File: config.mk
export PLATFORM = sky130hd
export DESIGN_NAME = instruction_sequencer
export DESIGN_NICKNAME = d
export VERILOG_FILES = /design/src/rtl/instruction_sequencer.sv
export SDC_FILE = /design/constraint.sdc
export NUM_CORES = 1
export LEC_CHECK = 0
export ABC_AREA = 1
export CAP_MARGIN = 30
export CORE_MARGIN = 4
export CORE_UTILIZATION = 50
export DETAILED_ROUTE_END_ITERATION = 10
export PLACE_DENSITY = 0.72
export REMOVE_ABC_BUFFERS = 1
export SLEW_MARGIN = 20
export SYNTH_ARGS = -nofsm -noshare
export SYNTH_HDL_FRONTEND = slang
export SYNTH_SLANG_ARGS = --single-unit
File: constraint.sdc
create_clock -name clk -period 3.6 [get_ports clk]
set_clock_uncertainty 0.15 [all_clocks]
set_input_delay 0.72 -clock clk [delete_from_list [all_inputs] [get_ports clk]]
set_output_delay 0.72 -clock clk [all_outputs]
set_load 0.05 [all_outputs]
File: src/rtl/instruction_sequencer.sv
// rtl/instruction_sequencer.sv - program store and issue sequencer feeding the register-file processor
//
// Ports:
//   clk, rst              rising-edge clock, synchronous active-high reset
//   load_en/addr/data     write one 34-bit instruction into a program slot (dropped while busy)
//   prog_len, start       number of instructions to run and the launch pulse (ignored while busy)
//   op_done, res1, res2   processor completion flag and its two read outputs
//   instruct, instruct_sig  instruction word and its valid flag (low = prepare cycle)
//   pc, busy, prog_done   issued slot, run-in-progress flag, end-of-program pulse
//   timeout_err           sticky watchdog flag, cleared by an accepted start
//   last_res1, last_res2  processor results captured at the latest completion
module instruction_sequencer #(
    parameter int DEPTH   = 16,
    parameter int AW      = 4,
    parameter int TIMEOUT = 32
) (
    input  logic          clk,
    input  logic          rst,
    input  logic          load_en,
    input  logic [AW-1:0] load_addr,
    input  logic [33:0]   load_data,
    input  logic [AW:0]   prog_len,
    input  logic          start,
    input  logic          op_done,
    input  logic [15:0]   res1,
    input  logic [15:0]   res2,
    output logic [33:0]   instruct,
    output logic          instruct_sig,
    output logic [AW-1:0] pc,
    output logic          busy,
    output logic          prog_done,
    output logic          timeout_err,
    output logic [15:0]   last_res1,
    output logic [15:0]   last_res2
);

    localparam int CW = $clog2(TIMEOUT);

    typedef enum logic [1:0] {
        S_IDLE,
        S_PREP,
        S_ISSUE,
        S_NEXT
    } state_t;

    state_t          state;
    state_t          state_next;
    logic [33:0]     mem [DEPTH];
    logic [AW:0]     len;
    logic [CW-1:0]   wait_cnt;
    logic [AW-1:0]   pc_inc;
    logic            pc_last;

    logic            accept_start;
    logic            zero_start;
    logic            complete;
    logic            expire;
    logic            finish;
    logic            advance;

    assign pc_inc  = pc + AW'(1);
    // len is one bit wider than pc so that a full-depth program never wraps
    assign pc_last = ({1'b0, pc} == (len - (AW+1)'(1)));

    always_ff @(posedge clk) begin
        if (rst) begin
            state <= S_IDLE;
        end else begin
            state <= state_next;
        end
    end

    always_comb begin
        state_next   = state;
        busy         = 1'b1;
        instruct_sig = 1'b0;
        accept_start = 1'b0;
        zero_start   = 1'b0;
        complete     = 1'b0;
        expire       = 1'b0;
        finish       = 1'b0;
        advance      = 1'b0;
        case (state)
            S_IDLE: begin
                busy = 1'b0;
                if (start) begin
                    if (prog_len == '0) begin
                        zero_start = 1'b1;
                    end else begin
                        accept_start = 1'b1;
                        state_next   = S_PREP;
                    end
                end
            end
            S_PREP: begin
                state_next = S_ISSUE;
            end
            S_ISSUE: begin
                instruct_sig = 1'b1;
                // completion is tested first so it wins on the final watchdog cycle
                if (op_done) begin
                    complete   = 1'b1;
                    state_next = S_NEXT;
                end else if (wait_cnt == CW'(TIMEOUT - 1)) begin
                    expire     = 1'b1;
                    state_next = S_NEXT;
                end
            end
            S_NEXT: begin
                if (pc_last) begin
                    finish     = 1'b1;
                    state_next = S_IDLE;
                end else begin
                    advance    = 1'b1;
                    state_next = S_PREP;
                end
            end
            default: begin
                state_next = S_IDLE;
            end
        endcase
    end

    // Program store is deliberately left out of reset so a run can be repeated after rst
    always_ff @(posedge clk) begin
        if (load_en && (state == S_IDLE)) begin
            mem[load_addr] <= load_data;
        end
    end

    always_ff @(posedge clk) begin
        if (rst) begin
            instruct    <= '0;
            pc          <= '0;
            len         <= '0;
            wait_cnt    <= '0;
            prog_done   <= 1'b0;
            timeout_err <= 1'b0;
            last_res1   <= '0;
            last_res2   <= '0;
        end else begin
            prog_done <= zero_start | finish;
            if (accept_start || zero_start) begin
                timeout_err <= 1'b0;
            end
            // instruct is loaded on the edge into PREP so it is stable for the whole PREP/ISSUE span
            if (accept_start) begin
                len      <= prog_len;
                pc       <= '0;
                instruct <= mem[0];
            end
            if (advance) begin
                pc       <= pc_inc;
                instruct <= mem[pc_inc];
            end
            if (state == S_PREP) begin
                wait_cnt <= '0;
            end else if (state == S_ISSUE) begin
                wait_cnt <= wait_cnt + CW'(1);
            end
            if (complete) begin
                last_res1 <= res1;
                last_res2 <= res2;
            end
            if (expire) begin
                timeout_err <= 1'b1;
            end
        end
    end

endmodule

==> results of run 1 <==
-- worst min-delay path: stages, from the launching register on --
cell	delay (ns)
dfxtp_1	0.31
nand2_1	0.07
a21oi_1	0.05
-- metal layers --
layer  vias up  share of wire
met2       808           0.49
met5         -              0
met3       129          0.081
li1       7928              -
met4         0          0.027
met1      8387           0.40
-- path summary, 6_finish.rpt --
check / from / to / slack, ns / cells past startpoint
setup / recovery: state[0] / busy / 0.39 / 4
hold / removal: wait_cnt[4] / wait_cnt[4] / 0.33 / 2
setup reg to reg: pc[0] / instruct[33] / 0.93 / 8
hold reg to reg: wait_cnt[4] / wait_cnt[4] / 0.33 / 2
-- cell type report --
| class | instances | share of cell area |
|---|---|---|
| flip-flops and latches | 628 | 0.608 |
| multi-input cells | 1352 | 0.213 |
| repair buffers | 198 | 0.0701 |
| clock buffers | 86 | 0.0604 |
| well taps | 664 | 0.0280 |
| clock inverters | 36 | 0.0149 |
| inverters | 38 | 0.00498 |
-- registers in the layout, summed over array words and instances, names as in the netlist --
signal and count:
last_res2 16, state 2, pc 4, timeout_err 1, len 5, wait_cnt 5
instruct 34, last_res1 16, mem 544, prog_done 1
-- stage by stage --
step	util	cell area [um2]	instances	worst slack [ns]	hold WS [ns]
after detailed placement	0.557	27400	2879	0.813	0.319
final	0.603	29600	3002	0.395	0.326
after global placement	0.557	27400	2879	0.854	0.303
after global routing	0.603	29600	3002	0.303	0.347
after floorplan	-	24300	2018	-6.85	0.294
after CTS	0.603	29600	3001	0.365	0.330
-- cells in the final DEF, fill, tap and decap left out, drive strengths merged, types with 14 or more instances in the layout --
cell           Yosys  routed
a21oi             17      17
buf               64      45
clkbuf            75      86
clkdlybuf4s50      0     153
clkinv             2      19
dfxtp             84      84
edfxtp           544     544
inv               36      43
nand2            182     182
nand3             75      75
nor2             565     565
nor3              14      14
o211ai            73      73
o21ai            349     349
o22ai             63      63
-- power breakdown --
| group | switching [W] | leakage (nW) | internal, W | total (W) |
|---|---|---|---|---|
| combinational | 0.00274 | 3.49 | 0.00122 | 0.00396 |
| sequential | 0.000214 | 5.59 | 0.00828 | 0.00849 |
| clock | 0.00276 | 1.09 | 0.00419 | 0.00695 |
-- cell families (layout without fill, tap and decap cells) --
| logic type | Yosys count | count (layout) | share of synthesized area |
|---|---|---|---|
| xor+xnor | 2 | 2 | 0.00100 |
| compound gates | 503 | 503 | 0.111 |
| fa+ha+maj | 9 | 9 | 0.00451 |
| flops | 628 | 628 | 0.722 |
| simple gates | 838 | 838 | 0.131 |
| buf+inv | 177 | 358 | 0.0304 |
==> metrics.cfg, run 1 <==
[global_route]
grt_pass1_vias=17006
met1_usage=0.298
grt_util_met2=0.377
grt_pass1_wl_um=94600
gr-total-overflow=0
grt_max_degree=182
grt_use_met3=0.0447
globalRouteTotalUtil=0.225
busiest_layer=met2
antenna_found_initial=1

[timing]
fin_tns_setup_ns=0
hold_viol=0
period_share=0.890
report.final.slew_viol_count=0
worst_slew_pin_slew_ns=0.928
relSlewSlack=0.381
max_clock_freq_ghz=0.312
finalCriticalPeriod_ns=3.21
finalSetupViolCount=0
grt_setup_unrepaired=no

[critical_path]
critPathBufInv=3
critPathKind=reg2out
crit_top_cell=inv_1
arrival_ns=2.34
path_cells=inv_1, ha_1, inv_1, clkdlybuf4s50_1
cp_slowest_stage_delay_ns=0.80
required_ns=2.73
critPathLaunchType=register
cp_slowest_cell=clkdlybuf4s50_1
endpoint_kind=output pin
worstPathMaxFanout=5
crit_family=buffers and inverters

[power]
power_density_mw_per_mm2=655
peakVddDrop_uv=539
p_total_w=0.0194
leakage_nw=10.2

[floorplan]
fp.dieH_um=231
start_util=0.508
die_area_mm2=0.0536
pin_count=154
chipWidth_um=231
coreArea_mm2=0.0492
core.rowCount=81

[clock_tree]
path_clk_slew_ns=0.06
root_buffer=clkbuf_16
holdBufCountCts=0
cts.sinks=628
cts_made_buffers=66
clock_latency_ns=0.60
htree_levels=3
cts_tree=done
cts_setup_buffers=0
post_cts_resized=0
clock_path_buffers=3

[finish]
n_antenna_cell=0
seq_area_mm2=0.0180
drive_above_1_share=0.0740
area_growth_pct=18.7
nFillCells=3782
final_nets=2373
multi_input_area_mm2=0.00632

[status]
status=finished, final reports clean

[synth]
yosysMostFrequentCell=nor2_1
synth_edf_count=544
synth-async-reset-ratio=0
synth_area_per_cell_um2=11.6
ys.flop_type=edfxtp_1
synth_area_mm2=0.0250
ys_seq_elements=628
synth_cells=2157
synth_area_leaders=edfxtp_1, nor2_1, dfxtp_1, o21ai_0, nand2_1
synthTopCellsByCount=nor2_1, edfxtp_1, o21ai_0
seq_area_frac_synth=0.722
yosys_warnings=0
yosysTopAreaCell=edfxtp_1
ys_types=27
yosys.area.top_type_share=0.654

[drt]
via_per_inst=5.75
drc_errors=0
antenna_left=0
wl_per_cell_um=20.5
totalWireLength_um=61500
drtIter0Drc=1947
firstDrtPassIters=6
routed-via-count=17252

[min_path]
hp-class=reg2reg

[place]
portBuffers=153
place.gp.congestion=0.866
dpl.hpwl_um=34300

[run]
cap_violations=0

No activity file was read; power rests on OpenSTA's default activity.
==> inputs of run 2 (changes only) <==
--- a/config.mk
+++ b/config.mk
@@ -12,7 +12,6 @@
 export DETAILED_ROUTE_END_ITERATION = 10
 export PLACE_DENSITY = 0.72
 export REMOVE_ABC_BUFFERS = 1
-export SLEW_MARGIN = 20
 export SYNTH_ARGS = -nofsm -noshare
 export SYNTH_HDL_FRONTEND = slang
 export SYNTH_SLANG_ARGS = --single-unit
==> metrics.cfg, run 2 (synthesized netlist as in run 1, its figures left out) <==
[status]
status=finished, final reports clean  ; unchanged

[floorplan]
coreArea_mm2=0.0492  ; unchanged
pin_count=154  ; unchanged
core.rowCount=81  ; unchanged
chipWidth_um=231  ; unchanged
start_util=0.508  ; unchanged
fp.dieH_um=231  ; unchanged
die_area_mm2=0.0536  ; unchanged

[power]
power_density_mw_per_mm2=655  ; about the same
leakage_nw=10.2  ; about the same
peakVddDrop_uv=538  ; was 539 uV

[drt]
wl_per_cell_um=20.5  ; about the same
via_per_inst=5.73  ; was 5.75
drtIter0Drc=1849  ; was 1947
totalWireLength_um=61500  ; about the same
routed-via-count=17191  ; was 17252
antenna_left=0  ; unchanged
firstDrtPassIters=5  ; was 6
drc_errors=0  ; unchanged

[critical_path]
critPathLaunchType=register  ; unchanged
required_ns=2.73  ; about the same
worstPathMaxFanout=5  ; unchanged
arrival_ns=2.33  ; was 2.34 ns
critPathKind=reg2out  ; unchanged
endpoint_kind=output pin  ; unchanged

[finish]
nFillCells=3785  ; was 3782
top_regs=mem (544), instruct (34)  ; unchanged
final_area_mm2=0.0296  ; about the same
area_growth_pct=18.6  ; was 18.7%
largest_register=mem  ; unchanged
final_cell_mix=nor2_1, edfxtp_1, o21ai_0, nand2_1, clkdlybuf4s50_1  ; unchanged
n_antenna_cell=0  ; unchanged
mostFrequentLayoutCell=nor2_1  ; unchanged
final_nets=2372  ; was 2373
largest_reg_flops=544  ; unchanged
drive_above_1_share=0.0736  ; was 0.0740

[timing]
report.final.slew_viol_count=0  ; unchanged
fin_tns_setup_ns=0  ; unchanged
grt_setup_unrepaired=no  ; unchanged
finalCriticalPeriod_ns=3.20  ; was 3.21 ns
finalSetupViolCount=0  ; unchanged
period_share=0.889  ; was 0.890
max_clock_freq_ghz=0.312  ; about the same
relSlewSlack=0.358  ; was 0.381
hold_viol=0  ; unchanged
worst_slew_pin_slew_ns=0.962  ; was 0.928 ns

[global_route]
antenna_found_initial=1  ; unchanged
grt_max_degree=182  ; unchanged
grt_pass1_vias=17006  ; unchanged
gr-total-overflow=0  ; unchanged
globalRouteTotalUtil=0.225  ; unchanged
grt_pass1_wl_um=94600  ; unchanged

[place]
placed_area_mm2=0.0274  ; unchanged
place.gp.congestion=0.866  ; unchanged
portBuffers=153  ; unchanged
dpl.hpwl_um=34300  ; unchanged

[clock_tree]
cts_setup_buffers=0  ; unchanged
path_clk_slew_ns=0.06  ; about the same
holdBufCountCts=0  ; unchanged
clock_path_buffers=3  ; unchanged
cts.sinks=628  ; unchanged
root_buffer=clkbuf_16  ; unchanged
cts_made_buffers=66  ; unchanged
htree_levels=3  ; unchanged
post_cts_resized=0  ; unchanged
cts_tree=done  ; unchanged
clock_latency_ns=0.60  ; about the same

[run]
cap_violations=0  ; unchanged

[min_path]
hp-class=reg2reg  ; unchanged

-- run 2: changes by cell type in the layout (fill, tap and decap cells not counted), sizes merged --
cell,previous run,this run
buf,45,44
-- run 2: metal layers --
metal,track usage,vias up,share of wire
li1,-,7929,-
met1,0.298,8331,0.40
met2,0.377,805,0.49
met3,0.0447,126,0.083
met4,0.0759,0,0.026
met5,0,-,0
-- run 2: where the power goes --
group,leakage (nW),switching [W],internal [W]
Combinational,3.49,0.00274,0.00121
Clock,1.09,0.00276,0.00419
Sequential,5.59,0.000214,0.00828
-- run 2: worst max-delay path: stages, from the launching register on --
cell,delay (ns)
dfxtp_1,0.40
inv_1,0.11
ha_1,0.34
inv_1,0.10
clkdlybuf4s50_1,0.80
-- run 2: layout make-up --
class	count	area [um2]	area share
inverters	38	148	0.00499
clock inverters	36	442	0.0149
well taps	664	831	0.0281
multi-input cells	1352	6320	0.214
flip-flops and latches	628	18000	0.608
clock buffers	86	1790	0.0604
repair buffers	197	2060	0.0696
-- run 2: path summary, 6_finish.rpt --
| kind | startpoint | to | slack [ns] | cells past startpoint |
|---|---|---|---|---|
| max | state[0] | busy | 0.40 | 4 |
| min | wait_cnt[4] | wait_cnt[4] | 0.33 | 2 |
| max reg2reg | pc[0] | instruct[33] | 0.92 | 8 |
| min reg2reg | wait_cnt[4] | wait_cnt[4] | 0.33 | 2 |
-- run 2: stage by stage --
stage               std cells  total power [W]  hold slack (ns)  worst slack, ns   util
floorplan                2018           0.0111            0.294            -6.85      -
global placement         2879           0.0124            0.303            0.854  0.557
detailed placement       2879           0.0126            0.319            0.813  0.557
CTS                      3001           0.0195            0.330            0.365  0.603
global route             3001           0.0202            0.347            0.303  0.603
finish                   3001           0.0194            0.327            0.399  0.603
==> inputs of run 3 (changes only) <==
--- a/config.mk
+++ b/config.mk
@@ -10,6 +10,7 @@
 export CORE_MARGIN = 4
 export CORE_UTILIZATION = 50
 export DETAILED_ROUTE_END_ITERATION = 10
+export GPL_ROUTABILITY_DRIVEN = 0
 export PLACE_DENSITY = 0.72
 export REMOVE_ABC_BUFFERS = 1
 export SYNTH_ARGS = -nofsm -noshare
==> results of run 3 <==
The final DEF is identical to that of run 2; final timing and power are the same.
